[src/rtl/floo_pkg.sv]
// Shared FlooNoC definitions.
// Only the routing-algorithm selector lives here; blocks keep their own
// derived widths and entry types local so the package stays stable.
package floo_pkg;

  typedef enum logic [1:0] {
    IdTable       = 2'd0,
    SourceRouting = 2'd1,
    XYRouting     = 2'd2
  } route_algo_e;

endpackage

[src/rtl/floo_route_skid.sv]
// floo_route_skid: 2-entry FIFO, generic over the stored entry type.
// Ports:
//   clk_i, rst_ni : clock, async active-low reset
//   push, wdata   : enqueue request and entry (ignored when full)
//   ready         : not full (registered state only)
//   valid, rdata  : head entry present / head entry
//   pop           : dequeue request (ignored when empty)
module floo_route_skid #(
  parameter type entry_t = logic
) (
  input  logic   clk_i,
  input  logic   rst_ni,
  input  logic   push,
  input  entry_t wdata,
  output logic   ready,
  output logic   valid,
  input  logic   pop,
  output entry_t rdata
);
  import floo_pkg::*;

  typedef enum logic [1:0] {EMPTY, ONE, FULL} state_e;

  state_e state_q, state_d;
  logic   wr_ptr, rd_ptr;
  entry_t mem [2];
  logic   do_push, do_pop;

  assign ready   = (state_q != FULL);
  assign valid   = (state_q != EMPTY);
  assign rdata   = mem[rd_ptr];
  assign do_push = push && ready;
  assign do_pop  = pop && valid;

  always_comb begin
    state_d = state_q;
    case (state_q)
      EMPTY:   if (do_push) state_d = ONE;
      ONE: begin
        if (do_push && !do_pop)      state_d = FULL;
        else if (!do_push && do_pop) state_d = EMPTY;
      end
      FULL:    if (do_pop) state_d = ONE;
      default: state_d = EMPTY;
    endcase
  end

  // Storage is reset too so the outputs read zero while in reset.
  always_ff @(posedge clk_i or negedge rst_ni) begin
    if (!rst_ni) begin
      state_q <= EMPTY;
      wr_ptr  <= 1'b0;
      rd_ptr  <= 1'b0;
      for (int i = 0; i < 2; i++) mem[i] <= '0;
    end else begin
      state_q <= state_d;
      if (do_push) begin
        mem[wr_ptr] <= wdata;
        wr_ptr      <= wr_ptr + 1'b1;
      end
      if (do_pop) rd_ptr <= rd_ptr + 1'b1;
    end
  end

endmodule

[src/rtl/floo_source_route_pop.sv]
// floo_source_route_pop: consumes the low PortIdxW bits of a source route
// to pick this hop's output port, and buffers {port, remaining route, data}
// in a 2-entry FIFO. Flits naming a port >= NumPorts are consumed and
// reported with a one-cycle drop_o pulse.
// Ports:
//   clk_i, rst_ni          : clock, async active-low reset
//   valid_i/ready_o        : upstream handshake; route_i, data_i in
//   valid_o/ready_i        : downstream handshake; port_o, route_o, data_o out
//   drop_o                 : illegal-port drop pulse
//   fwd_cnt_o, drop_cnt_o  : saturating statistics
// Build option: FLOO_SOURCE_ROUTE_STATS_EN enables the counters; otherwise
// they read zero and no counter flops exist.
module floo_source_route_pop #(
  parameter int unsigned NumPorts   = 5,
  parameter int unsigned RouteWidth = 20,
  parameter type         data_t     = logic
) (
  input  logic                     clk_i,
  input  logic                     rst_ni,
  input  logic                     valid_i,
  output logic                     ready_o,
  input  logic [RouteWidth-1:0]    route_i,
  input  data_t                    data_i,
  output logic                     valid_o,
  input  logic                     ready_i,
  output logic [$clog2(NumPorts)-1:0] port_o,
  output logic [RouteWidth-1:0]    route_o,
  output data_t                    data_o,
  output logic                     drop_o,
  output logic [15:0]              fwd_cnt_o,
  output logic [15:0]              drop_cnt_o
);
  import floo_pkg::*;

  localparam int unsigned PortIdxW = $clog2(NumPorts);

  typedef struct packed {
    logic [PortIdxW-1:0]   port;
    logic [RouteWidth-1:0] route;
    data_t                 data;
  } entry_t;

  logic [PortIdxW-1:0] port_in;
  logic   illegal, accept, push, pop, drop_q;
  entry_t wentry, rentry;

  assign port_in = route_i[PortIdxW-1:0];
  // Zero-extend before comparing so power-of-two NumPorts never drops.
  assign illegal = (32'(port_in) >= NumPorts);
  assign accept  = valid_i && ready_o;
  assign push    = accept && !illegal;
  assign pop     = valid_o && ready_i;

  assign wentry.port  = port_in;
  assign wentry.route = route_i >> PortIdxW;
  assign wentry.data  = data_i;

  floo_route_skid #(.entry_t(entry_t)) i_skid (
    .clk_i (clk_i),
    .rst_ni(rst_ni),
    .push  (push),
    .wdata (wentry),
    .ready (ready_o),
    .valid (valid_o),
    .pop   (pop),
    .rdata (rentry)
  );

  assign port_o  = rentry.port;
  assign route_o = rentry.route;
  assign data_o  = rentry.data;

  always_ff @(posedge clk_i or negedge rst_ni) begin
    if (!rst_ni) drop_q <= 1'b0;
    else         drop_q <= accept && illegal;
  end
  assign drop_o = drop_q;

`ifdef FLOO_SOURCE_ROUTE_STATS_EN
  logic [15:0] fwd_cnt_q, drop_cnt_q;
  always_ff @(posedge clk_i or negedge rst_ni) begin
    if (!rst_ni) begin
      fwd_cnt_q  <= '0;
      drop_cnt_q <= '0;
    end else begin
      if (pop && fwd_cnt_q != 16'hFFFF) fwd_cnt_q <= fwd_cnt_q + 16'd1;
      if (accept && illegal && drop_cnt_q != 16'hFFFF)
        drop_cnt_q <= drop_cnt_q + 16'd1;
    end
  end
  assign fwd_cnt_o  = fwd_cnt_q;
  assign drop_cnt_o = drop_cnt_q;
`else
  assign fwd_cnt_o  = '0;
  assign drop_cnt_o = '0;
`endif

`ifndef SYNTHESIS
  data_stable_a: assert property (@(posedge clk_i) disable iff (!rst_ni)
    (valid_o && !ready_i) |=> $stable(data_o));
`endif

endmodule

[config.mk]
export PLATFORM = sky130hd
export DESIGN_NAME = floo_source_route_pop
export DESIGN_NICKNAME = d
export VERILOG_FILES = /design/src/rtl/floo_pkg.sv /design/src/rtl/floo_route_skid.sv /design/src/rtl/floo_source_route_pop.sv
export SDC_FILE = /design/constraint.sdc
export NUM_CORES = 1
export LEC_CHECK = 0
export ABC_AREA = 0
export BUFFER_PORTS_ARGS = -buffer_cell sky130_fd_sc_hd__buf_2
export CAP_MARGIN = 10
export CORE_ASPECT_RATIO = 0.9
export CORE_MARGIN = 5
export CORE_UTILIZATION = 52
export CTS_CLUSTER_DIAMETER = 80
export DETAILED_ROUTE_END_ITERATION = 16
export GPL_TIMING_DRIVEN = 1
export HOLD_SLACK_MARGIN = 0.05
export MAX_ROUTING_LAYER = met4
export PLACE_DENSITY_LB_ADDON = 0.15
export SLEW_MARGIN = 20
export SYNTH_ARGS = -nofsm -noshare
export SYNTH_HDL_FRONTEND = slang
export SYNTH_HIERARCHICAL = 1
export SYNTH_SLANG_ARGS = --single-unit
export TNS_END_PERCENT = 1
[constraint.sdc]
create_clock -name clk_i -period 2.6 [get_ports clk_i]
set_input_delay 0.13 -clock clk_i [delete_from_list [all_inputs] [get_ports clk_i]]
set_output_delay 0.13 -clock clk_i [all_outputs]
set_load 0.05 [all_outputs]
==> results of run 1 <==
[worst max path at each step]
| stage | start | to | cells after the start |
|---|---|---|---|
| 6_report | i_skid/state_q[0] | i_skid/mem[15] | 6 |
| 5_1_grt | i_skid/state_q[0] | i_skid/mem[15] | 6 |
| 4_1_cts | i_skid/state_q[0] | i_skid/mem[15] | 6 |
| 3_5_place_dp | i_skid/state_q[0] | i_skid/mem[15] | 6 |
| 3_3_place_gp | i_skid/state_q[0] | i_skid/mem[15] | 6 |
| 2_1_floorplan | i_skid/state_q[0] | i_skid/mem[0] | 7 |
[worst reg2reg max path: stages, from the launching register on]
cell	delay [ns]
dfrtp_1	0.41
nand2b_4	0.18
nand2_1	0.07
and2b_2	0.23
and3_2	0.52
buf_4	0.28
mux2_4	0.31
[registers in the layout, indices dropped and copies added, names as in the netlist]
register	cells
i_skid/mem	48
i_skid/wr_ptr	1
drop_o	1
i_skid/state_q	2
i_skid/rd_ptr	1
[timing repair]
item / in CTS / in global routing
endpoints found under the hold margin: 21 / 0
hold buffers: 1 / 0
setup endpoints to repair: 0 / 0
[routing by layer]
layer  vias up  GRT usage  wire [um]
met3         2    0.03612        335
li1        682          -          -
met4         0    0.02761         14
met1       745     0.2033       2238
met5         -          -          0
met2        59     0.2337       2140
[area by class of cell]
type | instances | share of cell area
Sequential cell | 53 | 0.4271
Multi-Input combinational cell | 128 | 0.4005
Timing Repair Buffer | 57 | 0.1056
Tap cell | 67 | 0.02699
Clock buffer | 6 | 0.02659
Clock inverter | 2 | 0.01209
Inverter | 1 | 0.001209
[cells in the final DEF (no fill, tap or decap), types with 2 or more instances in the layout]
cell,n
buf_12,2
dfrtp_1,53
o22ai_1,2
mux2_4,40
buf_4,3
mux2_2,32
nand2_1,2
clkbuf_8,6
conb_1,38
buf_2,51
[kinds of logic after synthesis]
logic type | Yosys count | share of synthesized area
AOI/OAI and AO/OA | 3 | 0.007627
xor gates and xnor gates | 2 | 0.006282
adders and majority gates | 1 | 0.004486
buffers and inverters | 42 | 0.1292
DFF | 53 | 0.4755
muxes | 73 | 0.3481
other | 1 | 0.001345
and+or+nand+nor | 11 | 0.02737
[through the flow]
step	cell area [um^2]	worst slack (ns)	hold WS (ns)
3_5_place_dp	2975	0.5071	0.1239
5_1_grt	3105	0.4092	0.06120
6_report	3105	0.5016	0.07173
3_3_place_gp	2975	0.5909	0.1238
4_1_cts	3105	0.4892	0.06031
2_1_floorplan	2928	0.8053	-0.1656
==> flow_summary_export.csv, run 1 <==
group,metric,value,unit
yosys,async_flop_share,1.000,
cts,clock_latency,0.30,ns
cts,numCtsBuffers,5,
place,dp_hpwl,3399,um
yosys,avgSynthCellArea,14.99,um^2
yosys,synth-edff-count,0,
global_route,track_usage,0.1501,
route,drt_iter0_drc,36,
yosys,synth_area_leaders,"dfrtp_1 (48%), mux2_4 (22%), mux2_2 (13%), buf_4 (8.6%), buf_12 (2.9%)",
yosys,synth.ff_latch_count,53,
worst_setup_path,r2r-start,"i_skid/state_q[0]",
yosys,yosysSeqAreaShare,0.4755,
yosys,synthCells,186,
worst_setup_path,cp_top_family,"simple AND/OR/NAND/NOR gates",
global_route,grt_pass1_vias,1650,
sta,tightestPinTransition,0.5023,ns
worst_setup_path,start_kind,"register",
route,vias_per_cell,4.739,
yosys,yosysWarnings,6,
cts,ctsResizeCount,0,
floorplan,die_y,79.48,um
worst_setup_path,ff2ff_path_depth,6,
worst_setup_path,cp_slowest_stage_delay,0.52,ns
floorplan,initial_utilization,0.5339,
finish,fill_cells,424,
sta,hold_viol,0,
status,outcome,"completed",
sta,period_minus_slack,2.098,ns
flow_run,cap_violations,0,
cts,htree_levels,2,
cts,cts_sinks,53,
cts,root_buffer,"clkbuf_8",
floorplan,dieArea,6930,um^2
worst_setup_path,cp-end-kind,"register",
sta,rsz0062_at_grt,"false",
yosys,synth.top_cell.area_share,0.4755,
worst_setup_path,crit_chain,"nand2b_4, nand2_1, and2b_2, and3_2, buf_4, mux2_4",
min_path,min_from,"valid_i",
worst_setup_path,arrival,2.29,ns
finish,areaGrowthSynthToFinish,11.35,%
min_path,holdPathEnd,"drop_o",
worst_setup_path,crit_type,"reg2reg",
yosys,synthesis.area,2789,um^2
global_route,grt_start_max_net_pins,33,
worst_setup_path,r2r_slack,0.50,ns
finish,drive_above_1_share,0.5789,
worst_setup_path,r2r_end,"i_skid/mem[15]",
worst_setup_path,crit_slowest_cell,"and3_2",
sta,setup_viol,0,
route,wire_per_inst,15.06,um
finish,fin_cells,314,
global_route,grt_pass1_wl,7900,um
worst_setup_path,critPathMaxFanout,16,
floorplan,die_x,87.20,um
place,place.port_buffers,51,
finish,nets,272,
finish,antenna_cells,0,
finish,multi_input_area,1244,um^2
yosys,synth_largest_area_cell,"dfrtp_1",
worst_setup_path,path_buf_inv,1,
yosys,synth_flop_cell,"dfrtp_1",
sta,slew_violations,0,
floorplan,io_pins,84,
min_path,hold_class,"in2reg",
finish,final_core_util,0.5945,
route,drc,0,
sta,fin_setup_tns,0,ns
sta,max_slew_margin,0.6651,
cts,cts_tree,"yes",
cts,post_cts_buffers,0,
sta,clock_skew,0.007657,ns
yosys,yosysMostFrequentCell,"dfrtp_1",
yosys,ys_types,26,
cts,clk_pin_slew,0.10,ns
route,dr.pass1.iters,4,
route,wirelength,4728,um
place,dp_cells,305,
global_route,antenna_found_initial,0,
worst_setup_path,critical_path_required,2.79,ns
global_route,grt.overflow.total,0,
min_path,hold_depth,3,
place,place_congestion,0.7939,
sta,fmax,476.6,MHz
finish,ff_latch_area,1326,um^2
cts,cts_buffer_depth,2,
floorplan,rows,25,
route,final_antenna_net_count,0,
sta,fin_crit_sh,0.8071,
floorplan,placeableCoreArea,5224,um^2
route,vias,1488,
yosys,synth_commonest_cells,"dfrtp_1 (53), mux2_4 (40), buf_4 (32), mux2_2 (32), buf_12 (4)",
Power of run 1 is not shown: default switching activity piles up to over one toggle a cycle in this logic, so the estimate is an artifact.
==> run 2, diff against run 1 <==
==> constraint.sdc (replaced) <==
create_clock -name clk_i -period 2.1 [get_ports clk_i]
set_input_delay 0.105 -clock clk_i [delete_from_list [all_inputs] [get_ports clk_i]]
set_output_delay 0.105 -clock clk_i [all_outputs]
set_load 0.05 [all_outputs]
==> flow_summary_export.csv, run 2 (same netlist as run 1, synthesis figures left out) <==
group,metric,value,unit
finish,drive_above_1_share,0.5393,
worst_setup_path,start_kind,"register",
finish,final_cell_mix,"dfrtp_1 (53), buf_2 (51), mux2_4 (40)",
sta,fmax,574.3,MHz
route,drt_iter0_drc,47,
worst_setup_path,r2r-start,"i_skid/state_q[0]",
floorplan,dieArea,6930,um^2
sta,slew_violations,0,
route,drc,0,
global_route,grt.overflow.total,0,
worst_setup_path,cp-end-kind,"register",
cts,cts_sinks,53,
sta,period_minus_slack,1.741,ns
min_path,holdPathEnd,"i_skid/mem[21]",
worst_setup_path,crit_slowest_cell,"dfrtp_1",
global_route,antenna_found_initial,0,
cts,htree_levels,2,
cts,clk_pin_slew,0.10,ns
cts,cts_buffer_depth,2,
cts,root_buffer,"clkbuf_8",
sta,fin_setup_tns,0,ns
place,place_congestion,0.7527,
sta,fin_crit_sh,0.8291,
worst_setup_path,crit_type,"reg2reg",
finish,antenna_cells,0,
finish,final_common_cell,"dfrtp_1",
worst_setup_path,arrival,1.95,ns
route,vias_per_cell,4.665,
worst_setup_path,r2r_end,"i_skid/mem[11]",
worst_setup_path,cp_slowest_stage_delay,0.40,ns
route,wire_per_inst,14.50,um
sta,setup_viol,0,
floorplan,die_x,87.20,um
worst_setup_path,crit_chain,"nand2b_4, nand2_1, and2b_2, and3_2, buf_12, mux2_2",
global_route,grt_pass1_wl,7990,um
finish,nets,292,
route,final_antenna_net_count,0,
global_route,grt_start_max_net_pins,44,
worst_setup_path,critPathMaxFanout,24,
global_route,track_usage,0.1545,
global_route,grt_pass1_vias,1674,
route,dr.pass1.iters,4,
floorplan,rows,25,
sta,rsz0062_at_grt,"false",
worst_setup_path,r2r_slack,0.36,ns
worst_setup_path,critical_path_required,2.31,ns
finish,largestRegisters,"i_skid/mem x48, i_skid/state_q x2",
finish,largest_reg_flops,48,
finish,areaGrowthSynthToFinish,17.86,%
route,vias,1558,
place,dp_hpwl,3315,um
flow_run,cap_violations,0,
finish,largest-register,"i_skid/mem",
floorplan,io_pins,84,
worst_setup_path,path_buf_inv,1,
cts,post_cts_buffers,0,
worst_setup_path,cp_top_family,"simple AND/OR/NAND/NOR gates",
min_path,hold_class,"in2reg",
sta,hold_viol,0,
place,dp_cells,306,
route,wirelength,4843,um
floorplan,placeableCoreArea,5224,um^2
min_path,min_from,"route_i[0]",
floorplan,initial_utilization,0.5339,
status,outcome,"completed",
cts,clock_latency,0.31,ns
worst_setup_path,ff2ff_path_depth,6,
cts,cts_tree,"yes",
sta,clock_skew,0.009395,ns
cts,numCtsBuffers,5,
place,place.port_buffers,51,
finish,fin_cells,334,
min_path,hold_depth,2,
worst_setup_path,path_depth,6,
floorplan,die_y,79.48,um
[run 2: metal layers]
metal  vias up  GRT usage  wire, um
li1        732          -         -
met1       759     0.2048      2243
met2        60     0.2307      2183
met3         7    0.04850       358
met4         0    0.04141        57
met5         -          -         0
[run 2: cell type report]
cell class,instances,area (um^2)
fillers,417,1937
flip-flops and latches,53,1326
multi-input cells,128,1244
repair buffers,77,538.0
well taps,67,83.83
clock buffers,5,68.82
clock inverters,3,22.52
inverters,1,3.754
[run 2: what timing repair did]
item / CTS / global route
endpoints found under the hold margin: 90 / 0
hold buffers: 20 / 0
resized for setup: 0 / 0
setup endpoints to repair: 0 / 0
[run 2: worst max path at each step]
stage | end | slack, ns | start
after floorplan | i_skid/mem[0] | 0.31 | i_skid/state_q[0]
after global placement | i_skid/mem[10] | 0.40 | i_skid/state_q[0]
after detailed placement | i_skid/mem[11] | 0.35 | i_skid/state_q[0]
after CTS | i_skid/mem[11] | 0.34 | i_skid/state_q[0]
after global routing | i_skid/state_q[0] | 0.25 | i_skid/state_q[0]
final | i_skid/mem[11] | 0.36 | i_skid/state_q[0]
[run 2: per-stage QoR]
| stage | util | instance area (um^2) | hold WS (ns) | setup WS (ns) |
|---|---|---|---|---|
| 6_report | 0.6292 | 3287 | 0.06935 | 0.3589 |
| 5_1_grt | 0.6292 | 3287 | 0.05944 | 0.2484 |
| 4_1_cts | 0.6292 | 3287 | 0.06624 | 0.3416 |
| 3_5_place_dp | 0.5734 | 2995 | 0.01168 | 0.3499 |
| 3_3_place_gp | 0.5734 | 2995 | 0.01020 | 0.3957 |
| 2_1_floorplan | - | 2928 | -0.1906 | 0.3053 |
Power of run 2 is left out for the same reason.
==> run 3, diff against run 2 <==
--- a/config.mk
+++ b/config.mk
@@ -10,7 +10,7 @@
 export CAP_MARGIN = 10
 export CORE_ASPECT_RATIO = 0.9
 export CORE_MARGIN = 5
-export CORE_UTILIZATION = 52
+export CORE_UTILIZATION = 47
 export CTS_CLUSTER_DIAMETER = 80
 export DETAILED_ROUTE_END_ITERATION = 16
 export GPL_TIMING_DRIVEN = 1
==> constraint.sdc (replaced) <==
create_clock -name clk_i -period 1.6 [get_ports clk_i]
set_input_delay 0.08 -clock clk_i [delete_from_list [all_inputs] [get_ports clk_i]]
set_output_delay 0.08 -clock clk_i [all_outputs]
set_load 0.05 [all_outputs]
==> flow_summary_export.csv, run 3 (same netlist as run 1, synthesis figures left out) <==
group,metric,value,unit
global_route,grt_start_max_net_pins,54,
worst_setup_path,critical_path_required,1.79,ns
min_path,hold_depth,2,
finish,largest_reg_flops,48,
pwr,power_frac_seq,0.296,
cts,root_buffer,"clkbuf_8",
pwr,p_sw_frac,0.4546,
global_route,grt.overflow.total,0,
worst_setup_path,start_kind,"register",
floorplan,rows,26,
floorplan,die_y,83.08,um
route,vias_per_cell,4.603,
sta,fmax,590.1,MHz
place,dp_hpwl,3434,um
worst_setup_path,r2r-start,"i_skid/state_q[0]",
sta,setup_viol,48,
finish,final_cell_mix,"dfrtp_1 (53), buf_2 (51), mux2_4 (44)",
cts,cts_sinks,53,
finish,final_common_cell,"dfrtp_1",
cts,clk_pin_slew,0.09,ns
finish,drive_above_1_share,0.5647,
sta,slew_violations,0,
finish,largest-register,"i_skid/mem",
route,drt_iter0_drc,32,
worst_setup_path,r2r_slack,-0.09,ns
worst_setup_path,critPathMaxFanout,9,
worst_setup_path,r2r_end,"i_skid/mem[26]",
pwr,power.internal,4.397,mW
floorplan,dieArea,7577,um^2
global_route,antenna_found_initial,0,
cts,numCtsBuffers,5,
route,wire_per_inst,14.33,um
flow_run,cap_violations,0,
finish,antenna_cells,0,
sta,hold_viol,0,
worst_setup_path,cp_top_family,"simple AND/OR/NAND/NOR gates",
global_route,track_usage,0.1378,
finish,largestRegisters,"i_skid/mem x48, i_skid/state_q x2",
floorplan,placeableCoreArea,5725,um^2
cts,cts_buffer_depth,2,
sta,clock_skew,0.004228,ns
sta,period_minus_slack,1.695,ns
min_path,holdPathEnd,"i_skid/mem[21]",
pwr,power_frac_clock,0.092,
worst_setup_path,crit_type,"reg2reg",
finish,final_core_util,0.6014,
sta,rsz0062_at_grt,"true",
place,place_congestion,0.7015,
place,placed_cell_area,3114,um^2
status,violations,"negative setup slack",
worst_setup_path,cp-end-kind,"register",
finish,areaGrowthSynthToFinish,23.46,%
floorplan,io_pins,84,
floorplan,die_x,91.20,um
status,outcome,"finished with violations",
route,dr.pass1.iters,4,
sta,fin_crit_sh,1.059,
finish,nets,303,
pwr,p_sw,3.666,mW
min_path,min_from,"route_i[0]",
route,drc,0,
worst_setup_path,path_buf_inv,1,
sta,fin_ws,-0.09475,ns
route,vias,1602,
worst_setup_path,ff2ff_path_depth,6,
pwr,leakagePower,1.680,nW
worst_setup_path,cp_slowest_stage_delay,0.41,ns
finish,stdcell_area,3443,um^2
floorplan,initial_utilization,0.4871,
min_path,hold_class,"in2reg",
worst_setup_path,arrival,1.89,ns
worst_setup_path,crit_slowest_cell,"dfrtp_1",
route,wirelength,4986,um
global_route,grt_pass1_wl,8286,um
worst_setup_path,crit_chain,"nand2b_4, nand2_2, and2b_2, and3b_2, buf_12, mux2_4",
place,place.port_buffers,51,
cts,clock_latency,0.30,ns
pwr,power.density,2342,nW/um^2
pwr,ir_drop,1.312,mV
pwr,pwr-share-comb,0.611,
cts,cts_tree,"yes",
route,final_antenna_net_count,0,
finish,fill_cells,467,
cts,htree_levels,2,
global_route,grt_pass1_vias,1753,
run 3: power by group through the flow:
| stage | combinational [mW] | clock [mW] | sequential (mW) |
|---|---|---|---|
| finish | 4.93 | 0.742 | 2.39 |
| global route | 5.16 | 0.819 | 2.47 |
| CTS | 4.96 | 0.790 | 2.39 |
| detailed placement | 4.85 | 0 | 2.40 |
| global placement | 4.81 | 0 | 2.40 |
| floorplan | 4.08 | 0 | 2.28 |
run 3: repair_timing:
item / 4_1_cts / 5_1_grt
hold buffers: 20 / 0
hold endpoints to repair: 91 / 0
pin swaps: 1 / 1
resized for setup: 3 / 4
setup buffers: 1 / 0
setup endpoints to repair: 50 / 50
run 3: how the worst max path moves through the flow:
| stage | from | end | cells past startpoint |
|---|---|---|---|
| floorplan | i_skid/state_q[0] | i_skid/mem[0] | 7 |
| global placement | i_skid/state_q[0] | i_skid/mem[24] | 6 |
| detailed placement | i_skid/state_q[0] | i_skid/mem[25] | 6 |
| CTS | i_skid/state_q[0] | i_skid/mem[44] | 6 |
| global route | i_skid/state_q[0] | i_skid/mem[26] | 6 |
| finish | i_skid/state_q[0] | i_skid/mem[26] | 6 |
run 3: layout make-up:
type | count | area [um^2] | area share
clock buffers | 6 | 72.57 | 0.02108
clock inverters | 2 | 15.01 | 0.004360
inverters | 1 | 3.754 | 0.001090
multi-input cells | 128 | 1276 | 0.3706
flip-flops and latches | 53 | 1326 | 0.3852
well taps | 70 | 87.58 | 0.02544
repair buffers | 88 | 661.9 | 0.1922
run 3: routing by layer:
metal	vias to the layer above	wire length, um	GRT usage
li1	751	-	-
met3	8	300	0.02803
met5	-	0	-
met4	0	83	0.05200
met1	790	2243	0.1737
met2	53	2359	0.2189
run 3: stage by stage:
| stage | instances | setup WS, ns | hold WS [ns] | TNS (ns) | power, mW |
|---|---|---|---|---|---|
| after floorplan | 223 | -0.1837 | -0.2156 | -7.694 | 6.358 |
| after global placement | 319 | -0.06616 | 0.09814 | -2.332 | 7.211 |
| after detailed placement | 319 | -0.09269 | 0.1007 | -3.041 | 7.251 |
| after CTS | 348 | -0.09381 | 0.05206 | -3.209 | 8.136 |
| after global routing | 348 | -0.1554 | 0.05824 | -6.336 | 8.458 |
| final | 348 | -0.09475 | 0.06297 | -3.073 | 8.063 |
No activity file was read; power rests on OpenSTA's default activity.
